<file path="config.mk">
export PLATFORM = sky130hd
export DESIGN_NAME = decode_stage_ctrl
export DESIGN_NICKNAME = d
export VERILOG_FILES = /design/src/rtl/decode_stage_ctrl_pkg.sv /design/src/rtl/decode_stage_ctrl_decode_comb.sv /design/src/rtl/decode_stage_ctrl.sv
export SDC_FILE = /design/constraint.sdc
export NUM_CORES = 1
export LEC_CHECK = 0
export BUFFER_PORTS_ARGS = -buffer_cell sky130_fd_sc_hd__buf_2
export CELL_PAD_IN_SITES_DETAIL_PLACEMENT = 0
export CELL_PAD_IN_SITES_GLOBAL_PLACEMENT = 1
export CORE_MARGIN = 10
export CORE_UTILIZATION = 30
export DETAILED_ROUTE_END_ITERATION = 10
export HOLD_SLACK_MARGIN = 0.02
export PLACE_DENSITY_LB_ADDON = 0.3
export SYNTH_ARGS = -nofsm -noshare
export SYNTH_HDL_FRONTEND = slang
export SYNTH_SLANG_ARGS = --single-unit
export TNS_END_PERCENT = 30
</file>
<file path="constraint.sdc">
create_clock -name clk -period 2.72 [get_ports clk]
set_clock_uncertainty 0.1 [all_clocks]
set_input_delay 0.408 -clock clk [delete_from_list [all_inputs] [get_ports clk]]
set_output_delay 0.408 -clock clk [all_outputs]
set_load 0.1 [all_outputs]
</file>
<file path="src/rtl/decode_stage_ctrl_pkg.sv">
// Shared definitions for the RV32I/M decode stage: opcodes, ALU/MDU
// operation codes, write-back source codes and the ID/EX control bundle.
package decode_stage_ctrl_pkg;

    localparam logic [6:0] LOAD   = 7'b0000011;
    localparam logic [6:0] STORE  = 7'b0100011;
    localparam logic [6:0] BRANCH = 7'b1100011;
    localparam logic [6:0] JAL    = 7'b1101111;
    localparam logic [6:0] JALR   = 7'b1100111;
    localparam logic [6:0] LUI    = 7'b0110111;
    localparam logic [6:0] AUIPC  = 7'b0010111;
    localparam logic [6:0] OP     = 7'b0110011;
    localparam logic [6:0] OP_IMM = 7'b0010011;

    localparam logic [6:0] FUNCT7_M = 7'b0000001;

    typedef enum logic [4:0] {
        ALU_SUB    = 5'b00000,
        ALU_ADD    = 5'b00001,
        ALU_AND    = 5'b00010,
        ALU_OR     = 5'b00011,
        ALU_XOR    = 5'b00100,
        ALU_SRL    = 5'b00101,
        ALU_SLL    = 5'b00110,
        ALU_SRA    = 5'b00111,
        ALU_SLT    = 5'b01000,
        ALU_SLTU   = 5'b01001,
        ALU_MUL    = 5'b10000,
        ALU_MULH   = 5'b10001,
        ALU_MULHSU = 5'b10010,
        ALU_MULHU  = 5'b10011,
        ALU_DIV    = 5'b10100,
        ALU_DIVU   = 5'b10101,
        ALU_REM    = 5'b10110,
        ALU_REMU   = 5'b10111
    } alu_op_e;

    typedef enum logic [1:0] {
        WB_ALU = 2'b00,
        WB_MDR = 2'b01,
        WB_PC4 = 2'b10
    } wb_src_e;

    typedef struct packed {
        logic        valid;
        logic [3:0]  branch;
        logic        jal;
        logic        jalr;
        logic        mem_read;
        logic        mem_write;
        wb_src_e     wb_src;
        alu_op_e     alu_op;
        logic        alu_src1;
        logic        alu_src2;
        logic        reg_write;
        logic        illegal;
        logic [4:0]  rd;
        logic [4:0]  rs1;
        logic [4:0]  rs2;
    } ctrl_t;

    localparam int CTRL_W = $bits(ctrl_t);

    // Integer ALU op from funct3; sub only exists for register-register ops.
    function automatic alu_op_e alu_fn(input logic [2:0] f3, input logic alt,
                                       input logic is_reg);
        alu_op_e op;
        case (f3)
            3'b000:  op = (alt && is_reg) ? ALU_SUB : ALU_ADD;
            3'b001:  op = ALU_SLL;
            3'b010:  op = ALU_SLT;
            3'b011:  op = ALU_SLTU;
            3'b100:  op = ALU_XOR;
            3'b101:  op = alt ? ALU_SRA : ALU_SRL;
            3'b110:  op = ALU_OR;
            default: op = ALU_AND;
        endcase
        return op;
    endfunction

endpackage

</file>
<file path="src/rtl/decode_stage_ctrl_decode_comb.sv">
// Pure combinational RV32I/M decoder.
// Ports: ir (instruction) -> ctrl (bundle, valid bit left 0), rs1_used,
// rs2_used, is_load, is_mul, is_div. EN_M = 0 turns M ops into illegals.
module decode_comb
    import decode_stage_ctrl_pkg::*;
#(
    parameter bit EN_M = 1'b1
) (
    input  logic [31:0] ir,
    output ctrl_t       ctrl,
    output logic        rs1_used,
    output logic        rs2_used,
    output logic        is_load,
    output logic        is_mul,
    output logic        is_div
);

    logic [6:0] opcode;
    logic [2:0] f3;
    logic [6:0] f7;
    logic       known;
    logic       m_op;

    assign opcode = ir[6:0];
    assign f3     = ir[14:12];
    assign f7     = ir[31:25];

    always_comb begin
        ctrl          = '0;
        ctrl.rd       = ir[11:7];
        ctrl.rs1      = ir[19:15];
        ctrl.rs2      = ir[24:20];
        ctrl.branch   = {1'b0, f3};
        ctrl.alu_op   = ALU_ADD;
        ctrl.wb_src   = WB_ALU;
        ctrl.alu_src2 = 1'b1;
        rs1_used      = 1'b0;
        rs2_used      = 1'b0;
        known         = 1'b1;
        m_op          = 1'b0;

        case (opcode)
            LOAD: begin
                ctrl.mem_read  = 1'b1;
                ctrl.wb_src    = WB_MDR;
                ctrl.reg_write = 1'b1;
                rs1_used       = 1'b1;
            end
            STORE: begin
                ctrl.mem_write = 1'b1;
                rs1_used       = 1'b1;
                rs2_used       = 1'b1;
            end
            BRANCH: begin
                ctrl.branch[3] = 1'b1;
                ctrl.alu_op    = ALU_SUB;
                ctrl.alu_src2  = 1'b0;
                rs1_used       = 1'b1;
                rs2_used       = 1'b1;
            end
            JAL: begin
                ctrl.jal       = 1'b1;
                ctrl.wb_src    = WB_PC4;
                ctrl.reg_write = 1'b1;
            end
            JALR: begin
                ctrl.jalr      = 1'b1;
                ctrl.wb_src    = WB_PC4;
                ctrl.reg_write = 1'b1;
                rs1_used       = 1'b1;
            end
            LUI: begin
                ctrl.reg_write = 1'b1;
            end
            AUIPC: begin
                ctrl.alu_src1  = 1'b1;
                ctrl.reg_write = 1'b1;
            end
            OP: begin
                ctrl.alu_src2  = 1'b0;
                ctrl.reg_write = 1'b1;
                rs1_used       = 1'b1;
                rs2_used       = 1'b1;
                if (f7 == FUNCT7_M) begin
                    m_op        = 1'b1;
                    ctrl.alu_op = alu_op_e'({2'b10, f3});
                end else begin
                    ctrl.alu_op = alu_fn(f3, ir[30], 1'b1);
                end
            end
            OP_IMM: begin
                ctrl.reg_write = 1'b1;
                rs1_used       = 1'b1;
                ctrl.alu_op    = alu_fn(f3, ir[30], 1'b0);
            end
            default: known = 1'b0;
        endcase

        ctrl.illegal = !known || (m_op && !EN_M);
        if (ctrl.illegal) begin
            ctrl.reg_write = 1'b0;
            ctrl.mem_read  = 1'b0;
            ctrl.mem_write = 1'b0;
        end
    end

    assign is_load = (opcode == LOAD);
    assign is_mul  = m_op && EN_M && !f3[2];
    assign is_div  = m_op && EN_M && f3[2];

endmodule

</file>
<file path="src/rtl/decode_stage_ctrl.sv">
// Registered RV32I/M decode stage between IF/ID and EX.
// Ports: clk, rstn (async active-low); ir_in/valid_in from IF/ID;
// stall_in (hold), flush_in (kill); ready_out back to fetch;
// ctrl_* = registered ID/EX control bundle.
module decode_stage_ctrl
    import decode_stage_ctrl_pkg::*;
#(
    parameter bit EN_M       = 1'b1,
    parameter int MUL_CYCLES = 1,
    parameter int DIV_CYCLES = 32,
    parameter int CNT_W      = $clog2(DIV_CYCLES + 1)
) (
    input  logic        clk,
    input  logic        rstn,
    input  logic [31:0] ir_in,
    input  logic        valid_in,
    input  logic        stall_in,
    input  logic        flush_in,
    output logic        ready_out,
    output logic        ctrl_valid,
    output logic [3:0]  ctrl_branch,
    output logic        ctrl_jal,
    output logic        ctrl_jalr,
    output logic        ctrl_mem_read,
    output logic        ctrl_mem_write,
    output logic [1:0]  ctrl_wb_src,
    output logic [4:0]  ctrl_alu_op,
    output logic        ctrl_alu_src1,
    output logic        ctrl_alu_src2,
    output logic        ctrl_reg_write,
    output logic        ctrl_illegal,
    output logic [4:0]  ctrl_rd,
    output logic [4:0]  ctrl_rs1,
    output logic [4:0]  ctrl_rs2
);

    localparam logic [CNT_W-1:0] DIV_LOAD = CNT_W'(DIV_CYCLES - 1);
    localparam logic [CNT_W-1:0] MUL_LOAD = CNT_W'(MUL_CYCLES - 1);

    ctrl_t            dec;
    ctrl_t            ctrl_q;
    logic             rs1_used;
    logic             rs2_used;
    logic             is_load;
    logic             is_mul;
    logic             is_div;
    logic [CNT_W-1:0] cnt;
    logic             trk_valid;
    logic [4:0]       trk_rd;
    logic             load_use;

    decode_comb #(.EN_M(EN_M)) u_dec (
        .ir       (ir_in),
        .ctrl     (dec),
        .rs1_used (rs1_used),
        .rs2_used (rs2_used),
        .is_load  (is_load),
        .is_mul   (is_mul),
        .is_div   (is_div)
    );

    assign load_use = trk_valid && (trk_rd != 5'd0) && valid_in &&
                      ((rs1_used && dec.rs1 == trk_rd) ||
                       (rs2_used && dec.rs2 == trk_rd));

    assign ready_out = !stall_in && (cnt == '0) && !load_use;

    always_ff @(posedge clk or negedge rstn) begin
        if (!rstn) begin
            ctrl_q    <= '0;
            cnt       <= '0;
            trk_valid <= 1'b0;
            trk_rd    <= '0;
        end else if (flush_in) begin
            ctrl_q    <= '0;
            cnt       <= '0;
            trk_valid <= 1'b0;
        end else if (stall_in) begin
            // ID/EX and tracker hold, but the EX unit keeps working.
            if (cnt != '0) cnt <= cnt - CNT_W'(1);
        end else if (cnt != '0) begin
            ctrl_q <= '0;
            cnt    <= cnt - CNT_W'(1);
        end else if (load_use) begin
            ctrl_q    <= '0;
            trk_valid <= 1'b0;
        end else if (valid_in) begin
            ctrl_q       <= dec;
            ctrl_q.valid <= 1'b1;
            trk_valid    <= is_load && !dec.illegal;
            trk_rd       <= dec.rd;
            if (is_div)      cnt <= DIV_LOAD;
            else if (is_mul) cnt <= MUL_LOAD;
        end else begin
            ctrl_q    <= '0;
            trk_valid <= 1'b0;
        end
    end

    assign ctrl_valid     = ctrl_q.valid;
    assign ctrl_branch    = ctrl_q.branch;
    assign ctrl_jal       = ctrl_q.jal;
    assign ctrl_jalr      = ctrl_q.jalr;
    assign ctrl_mem_read  = ctrl_q.mem_read;
    assign ctrl_mem_write = ctrl_q.mem_write;
    assign ctrl_wb_src    = ctrl_q.wb_src;
    assign ctrl_alu_op    = ctrl_q.alu_op;
    assign ctrl_alu_src1  = ctrl_q.alu_src1;
    assign ctrl_alu_src2  = ctrl_q.alu_src2;
    assign ctrl_reg_write = ctrl_q.reg_write;
    assign ctrl_illegal   = ctrl_q.illegal;
    assign ctrl_rd        = ctrl_q.rd;
    assign ctrl_rs1       = ctrl_q.rs1;
    assign ctrl_rs2       = ctrl_q.rs2;

endmodule

</file>
Word level (Yosys, flattened, before mapping):

Index checks and enable logic that the tools add are counted.

* bits of input ports: 37
* word-level logic and storage cells: 115
* output and inout bits: 36
* register bits after elaboration: 47

* equal/unequal tests: 22
* reduce and logical (&&, ||, !) cells: 30
* add/sub/neg operators: 1
* bitwise logic cells: 4
* muxes and demuxes: 40

Operators by type and width (number)
* $mux W35: 5
* $pmux W5 S7: 2
* $mux W6: 8
* $eq A7 B6 Y1 const B: 3
* $eq A7 B7 Y1 const B: 3
* $mux W1: 20
* $pmux W5 S3: 1
* $eq A7 B5 Y1 const B: 2
* $eq A5 B5 Y1: 2
* $logic_and A1 B1 Y1: 10
* $eq A3 B3 Y1 const B: 3
* $reduce_or A9 Y1: 1
* $eq A7 B1 Y1 const B: 1
* $eq A7 B2 Y1 const B: 1
* $reduce_or A7 Y1: 1
* $eq A3 B2 Y1 const B: 2
* $logic_not A6 Y1: 1
* $reduce_bool A6 Y1: 1
* $reduce_or A6 Y1: 1
* $sub A6 B1 Y6 const B: 1
* $mux W5: 1
* $reduce_and A5 Y1: 1
* $reduce_bool A5 Y1: 1
* $logic_not A1 Y1: 4
* other kinds (16): 21

Depth between registers and ports, before layout:

Gate-level depths: netlist (run 1).

* word-level depth: 11
* mapped depth: 9
* mapped depth without buffers: 7

Modules after synthesis:

A second synthesis (run 1) with hierarchy kept.

* cells, all modules: 242
* area total of the unflattened synthesis: 2542.4 um2

By module, submodules not included
* decode_stage_ctrl: cells an instance 161, times used 1, area an instance 2034.5 um2
* decode_comb: cells an instance 81, times used 1, area an instance 508.0 um2

Least setup slack after synthesis (run 1):

No wires, ideal clock.

* kind: flip-flop to output port
* start point: register trk_rd[1]
* end point: output port ready_out
* setup slack: 221 ps
* required time: 2212 ps
* stages on the path, launching flop included: 6
* data arrival time: 1991 ps
* path buffers: 0
* cells stage by stage: dfrtp_1 or4_1 o22ai_1 nor4_1 o21ai_2 and2_1

* word-level cells in the longest chain between the ends: 6
* elaborated cells between the ends (all ways): 11
* those cells by class: eq/ne (2); reduce/logical (9)

RTL lines
* start: declaration: line decode_stage_ctrl.sv:49 `logic [4:0] trk_rd;`
* start signal: assignment: line decode_stage_ctrl.sv:91 `trk_rd <= dec.rd;`
* $eq A5 B5 Y1 (tied with other cells): line decode_stage_ctrl.sv:63 `((rs1_used && dec.rs1 == trk_rd) ||`
* $logic_and A1 B1 Y1, on equally long branches: line decode_stage_ctrl.sv:63, decode_stage_ctrl.sv:62, decode_stage_ctrl.sv:64
* $logic_or A1 B1 Y1 or $logic_and A1 B1 Y1 (tied branches): line decode_stage_ctrl.sv:63, decode_stage_ctrl.sv:62
* $logic_and A1 B1 Y1 (*): line decode_stage_ctrl.sv:62 `assign load_use = trk_valid && (trk_rd != 5'd0) && valid_in &&`
* $logic_not A1 Y1 (*): line decode_stage_ctrl.sv:66 `assign ready_out = !stall_in && (cnt == '0) && !load_use;`
* $logic_and A1 B1 Y1 (*): line decode_stage_ctrl.sv:66
* end: declaration: line decode_stage_ctrl.sv:19 `output logic ready_out,`

Mark *: on every way between the ends. The rest lies on a longest branch, timed or not.

Worst setup path after layout (run 1):

Ends and elaborated chain as after synthesis.

==> flow_metrics.py, run 1 <==
metrics = {
    "critical_path": {
        "r2r_end": "trk_rd[0]",
        "reg2reg_depth": 7,
        "required_ns": 2.21,
        "path_class": "register to primary output",
        "cp-start-kind": "register",
        "crit_path_start": "trk_rd[1]",
        "worstPathArrival_ns": 2.05,
        "crit_path_end_kind": "primary output",
        "r2r_start": "trk_rd[1]",
        "crit_fanout": 4,
        "rrSetupSlack_ns": 0.35,
    },
    "grt": {
        "antenna_found_initial": 0,
        "grt_use_met2_pct": 19.4,
        "grt.busiest_layer": "met2",
        "track_usage_pct": 11.7,
        "grt_pass1_wl_mm": 11.0,
        "overflow": 0,
        "gr-usage-met3_pct": 3.27,
        "grt_pass1_vias": 2068,
        "met1_usage_pct": 14.8,
        "grt_max_degree": 31,
    },
    "synth": {
        "synth_area_leaders": "dfrtp_1 51%, a22o_1 7.5%, nand2_1 3.9%, xnor2_1 3.8%, mux2_4 3.2%",
        "syn_inst": 217,
        "synth-edff-count": 0,
        "synth-seq-cells": 47,
        "ys_seq_area_share_pct": 50.5,
        "ys_async_sr_fraction_pct": 100,
        "yosysUniqueCellTypes": 47,
        "synth_top_cell_area_share_pct": 50.5,
        "syn_avg_cell_area_um2": 10.7,
        "synth_top_area_cell": "dfrtp_1",
        "synth_common_cells": "47 x dfrtp_1, 24 x nand2_1, 20 x a22o_1",
        "synth_nets": 255,
        "syn_area_um2": 2330,
        "synthFlopType": "dfrtp_1",
        "yosysWarnings": 0,
        "synth.most_common_cell": "dfrtp_1",
    },
    "floorplanning": {
        "dieArea_um2": 11700,
        "core_um2": 7650,
        "die_h_um": 108,
        "initial_core_util_pct": 30.4,
        "num_rows": 32,
        "fp.dieW_um": 108,
        "pin_count": 73,
    },
    "clocking": {
        "cts.sinks": 47,
        "htree_levels": 2,
        "cts_buffers": 5,
        "cts_resized": 0,
        "path_clk_slew_ns": 0.09,
        "cts_setup_buffers": 0,
        "tritoncts": "done",
        "cts_hold_buffers": 0,
        "clockBufferDepth": 2,
        "cts.root.buffer_cell": "clkbuf_8",
        "clk_latency_ns": 0.29,
    },
    "power": {
        "power_density_nw_per_um2": 766,
        "vdd.ir_drop.worst_mv": 0.503,
        "leakagePower_nw": 1.43,
        "totalPowerFinal_mw": 2.23,
    },
    "timing": {
        "hold_viol_final": 0,
        "grt_setup_unrepaired": "no",
        "maxSlewHeadroom_pct": 55.7,
        "slew_violations": 0,
        "finalCriticalPeriod_ns": 2.56,
        "period_share_pct": 94.1,
        "setup_tns_ns": 0,
        "tightest_slew_ns": 0.664,
        "holdWs_ns": 0.0359,
        "setup_viol": 0,
        "fmax_mhz": 391,
    },
    "routing": {
        "dr.first_iter.drc_count": 92,
        "drt-pass1-iter-count": 4,
        "num_vias": 1908,
        "drt-wirelength-per-cell_um": 16.8,
        "drtAntennaViolNets": 0,
        "drc_errors": 0,
        "routed_via_density": 4.83,
        "wirelength_mm": 6.63,
    },
    "layout": {
        "syn_to_final_growth_pct": 25.3,
        "multiInputGateArea_um2": 1060,
        "regArea_um2": 1180,
        "drive_gt1_share_pct": 34.1,
        "fin_util_pct": 38.1,
        "fin_area_um2": 2920,
        "antennaDiodeCount": 0,
        "fin_nets": 331,
        "num-fill-cells": 785,
    },
    "placed_design": {
        "dpl.hpwl_mm": 5.25,
        "io_buffers": 72,
        "place_area_um2": 2810,
        "gp_congestion": 0.831,
    },
    "run": {
        "drv_cap": 0,
    },
    "hold_path": {
        "hold_path_class": "input port to asynchronous set/reset pin",
    },
    "outcome": {
        "status": "finished clean",
    },
}
==> registers in the layout, indices dropped and copies added (netlist names), 2 cells and up <==
| signal | cells |
|---|---|
| cnt | 6 |
| ctrl_alu_op | 5 |
| ctrl_branch | 4 |
| ctrl_rd | 5 |
| ctrl_rs1 | 5 |
| ctrl_rs2 | 5 |
| ctrl_wb_src | 2 |
| trk_rd | 5 |
==> metrics by stage <==
step / setup WS [ns] / instances
after global routing: 0.0726 / 395
after global placement: 0.398 / 388
after floorplan: 0.221 / 217
after CTS: 0.158 / 395
after detailed placement: 0.369 / 388
final: 0.160 / 395
==> routing by layer <==
| metal | share of wire (%) | vias up |
|---|---|---|
| met3 | 4.7 | 5 |
| met2 | 49 | 34 |
| met5 | 0 | - |
| met1 | 45 | 926 |
| met4 | 0.95 | 0 |
| li1 | - | 943 |
==> worst max-delay path by stage <==
stage	to	slack (ns)	cells after the start
floorplan	ready_out	0.22	5
global placement	cnt[0]	0.40	7
detailed placement	cnt[0]	0.37	7
CTS	ready_out	0.16	6
global route	ready_out	0.07	6
finish	ready_out	0.16	6
==> cell families (layout without fill, tap and decap cells) <==
group,count (synthesis),after routing,synth area share [%]
AOI/OAI and AO/OA,60,60,19.2
buffers and inverters,15,91,3.92
DFF,47,47,50.5
and+or+nand+nor,72,72,16.0
xor gates and xnor gates,15,15,5.64
muxes,7,7,4.19
adders and majority gates,1,1,0.538
==> cell type report <==
type	instances	area share, %
tap	102	4.38
clock buffer	5	2.36
sequential	47	40.3
multi-input combinational	155	36.4
timing repair buffer	78	14.4
inverter	6	0.773
clock inverter	2	1.29
==> cells in the final DEF, fill, tap and decap left out, types with 2 or more instances in the layout <==
cell      Yosys  layout
a211oi_1      2       2
inv_1         6       6
nor2_1       14      13
nand4_1       5       5
o21ai_1       6       6
dfrtp_1      47      47
mux2_4        5       5
buf_4         1       6
nand3_1       3       3
o21ai_0       8       8
xnor2_1      10      10
a22o_1       20      20
clkbuf_8      0       5
nor3_1        7       7
nand2_1      24      24
a21oi_1      12      12
o21bai_1      2       2
buf_2         1      71
nand2b_1      2       2
mux2_2        2       2
nor4_1        4       4
o31ai_1       2       2
xor2_1        5       5
==> worst max-delay path, stage by stage, from the launching register on <==
cell     delay (ns)
dfrtp_1        0.43
or4_1          0.54
o22ai_1        0.17
nor4_1         0.07
o21ai_2        0.11
and2_1         0.24
buf_12         0.19
==> power by group <==
part           switching, mW  total [mW]  internal [mW]
Combinational          0.552       0.848          0.296
Clock                  0.229       0.498          0.269
Sequential            0.0919       0.886          0.794
Power figures use the tool's default switching activity.
==> run 2, diff against run 1 <==
SYNTH_HIERARCHICAL = 1   (was not set)
==> flow_metrics.py, run 2 <==
metrics = {
    "outcome": {
        "status": "finished clean",
    },
    "run": {
        "drv_cap": 0,
    },
    "power": {
        "totalPowerFinal_mw": 2.19,
        "leakagePower_nw": 1.46,
        "power_density_nw_per_um2": 719,
        "vdd.ir_drop.worst_mv": 0.213,
    },
    "timing": {
        "setup_tns_ns": 0,
        "period_share_pct": 96.4,
        "maxSlewHeadroom_pct": 56.9,
        "fmax_mhz": 381,
        "slew_violations": 0,
        "setup_viol": 0,
        "holdWs_ns": 0.232,
        "tightest_slew_ns": 0.646,
        "hold_viol_final": 0,
        "finalCriticalPeriod_ns": 2.62,
    },
    "clocking": {
        "clockBufferDepth": 2,
        "cts_buffers": 5,
        "cts.root.buffer_cell": "clkbuf_8",
        "cts.sinks": 47,
        "tritoncts": "done",
        "clk_latency_ns": 0.30,
        "htree_levels": 2,
        "path_clk_slew_ns": 0.10,
        "cts_setup_buffers": 0,
    },
    "synth": {
        "syn_avg_cell_area_um2": 10.5,
        "syn_area_um2": 2530,
        "yosysWarnings": 6,
        "syn_inst": 240,
        "synth_nets": 279,
    },
    "layout": {
        "largest_register_ffs": 6,
        "mostFrequentLayoutCell": "buf_2",
        "antennaDiodeCount": 0,
        "fin_area_um2": 3040,
        "top_register": "cnt",
        "layout_common_cells": "71 x buf_2, 46 x dfrtp_1, 34 x a22o_1",
        "fin_util_pct": 37.0,
        "fin_nets": 337,
        "drive_gt1_share_pct": 34.1,
        "syn_to_final_growth_pct": 20.1,
    },
    "critical_path": {
        "required_ns": 2.21,
        "worstPathArrival_ns": 2.11,
        "cp-start-kind": "register",
        "path_class": "register to primary output",
        "crit_path_end_kind": "primary output",
        "crit_fanout": 5,
        "reg2reg_depth": 6,
    },
    "grt": {
        "met1_usage_pct": 13.7,
        "grt_pass1_wl_mm": 11.0,
        "grt_use_met2_pct": 16.7,
        "grt_pass1_vias": 2090,
        "grt_max_degree": 33,
        "overflow": 0,
        "grt.busiest_layer": "met2",
        "track_usage_pct": 10.5,
        "gr-usage-met3_pct": 2.63,
        "antenna_found_initial": 0,
    },
    "floorplanning": {
        "die_h_um": 112,
        "initial_core_util_pct": 30.8,
        "dieArea_um2": 12500,
        "core_um2": 8220,
        "pin_count": 73,
        "fp.dieW_um": 112,
        "num_rows": 33,
    },
    "routing": {
        "drt-pass1-iter-count": 4,
        "num_vias": 2024,
        "drc_errors": 0,
        "drtAntennaViolNets": 0,
        "wirelength_mm": 6.77,
        "dr.first_iter.drc_count": 113,
        "drt-wirelength-per-cell_um": 16.8,
        "routed_via_density": 5.01,
    },
    "hold_path": {
        "whs_path_depth": 2,
        "hold_path_class": "input port to register",
    },
    "placed_design": {
        "io_buffers": 72,
        "gp_congestion": 0.798,
        "dpl.hpwl_mm": 5.32,
        "place_area_um2": 2930,
    },
}
-- run 2: cell count changes in the layout (fill, tap and decap cells not counted), sizes merged, moves of 5 or more --
cell,previous run,this run
a22o,20,34
nand2,25,12
o21ai,15,5
a21oi,12,6
buf,78,83
-- run 2: worst max-delay path, stage by stage (launching register included) --
cell      delay, ns
dfrtp_2        0.45
or4_1          0.57
o211ai_2       0.26
inv_2          0.13
a21oi_4        0.20
buf_12         0.19
-- run 2: routing by layer --
| layer | wire length (um) | share of wire (%) |
|---|---|---|
| met2 | 3180 | 47 |
| met5 | 0 | 0 |
| met1 | 3210 | 47 |
| met3 | 295 | 4.4 |
| met4 | 74 | 1.1 |
-- run 2: worst paths after layout --
path / from / to / slack (ns)
worst max-delay path: trk_rd[1] / ready_out / 0.1
worst max register to register: trk_rd[1] / trk_rd[0] / 0.21
worst min-delay path: ir_in[10] / ctrl_rd[3] / 0.23
min in group asynchronous: rstn / ctrl_branch[2] / 0.36
max in group asynchronous: rstn / ctrl_alu_src1 / 1.61
worst min register to register: ctrl_valid / ctrl_valid / 0.38
-- run 2: power by group --
part / total, mW / switching, mW / internal, mW
registers: 0.903 / 0.107 / 0.796
clock network: 0.429 / 0.244 / 0.185
logic: 0.853 / 0.538 / 0.315
total: 2.19 / 0.889 / 1.30
-- run 2: stage by stage --
step | worst slack (ns) | cells
after CTS | 0.0626 | 404
after detailed placement | -0.00214 | 395
after global routing | -0.00321 | 404
after floorplan | 0.0404 | 240
after global placement | 0.0613 | 395
final | 0.0980 | 404
-- run 2: repair_timing --
action,4_1_cts,5_1_grt
resized for setup,0,3
hold endpoints to repair,5,0
setup endpoints to repair,0,1
hold buffers,1,0
-- run 2: cell type report --
| cell class | count | area (um^2) |
|---|---|---|
| well taps | 105 | 131 |
| clock inverters | 2 | 16.3 |
| multi-input cells | 153 | 1130 |
| repair buffers | 84 | 480 |
| inverters | 7 | 26.3 |
| fillers | 855 | 5180 |
| clock buffers | 6 | 72.6 |
| flip-flops and latches | 47 | 1180 |
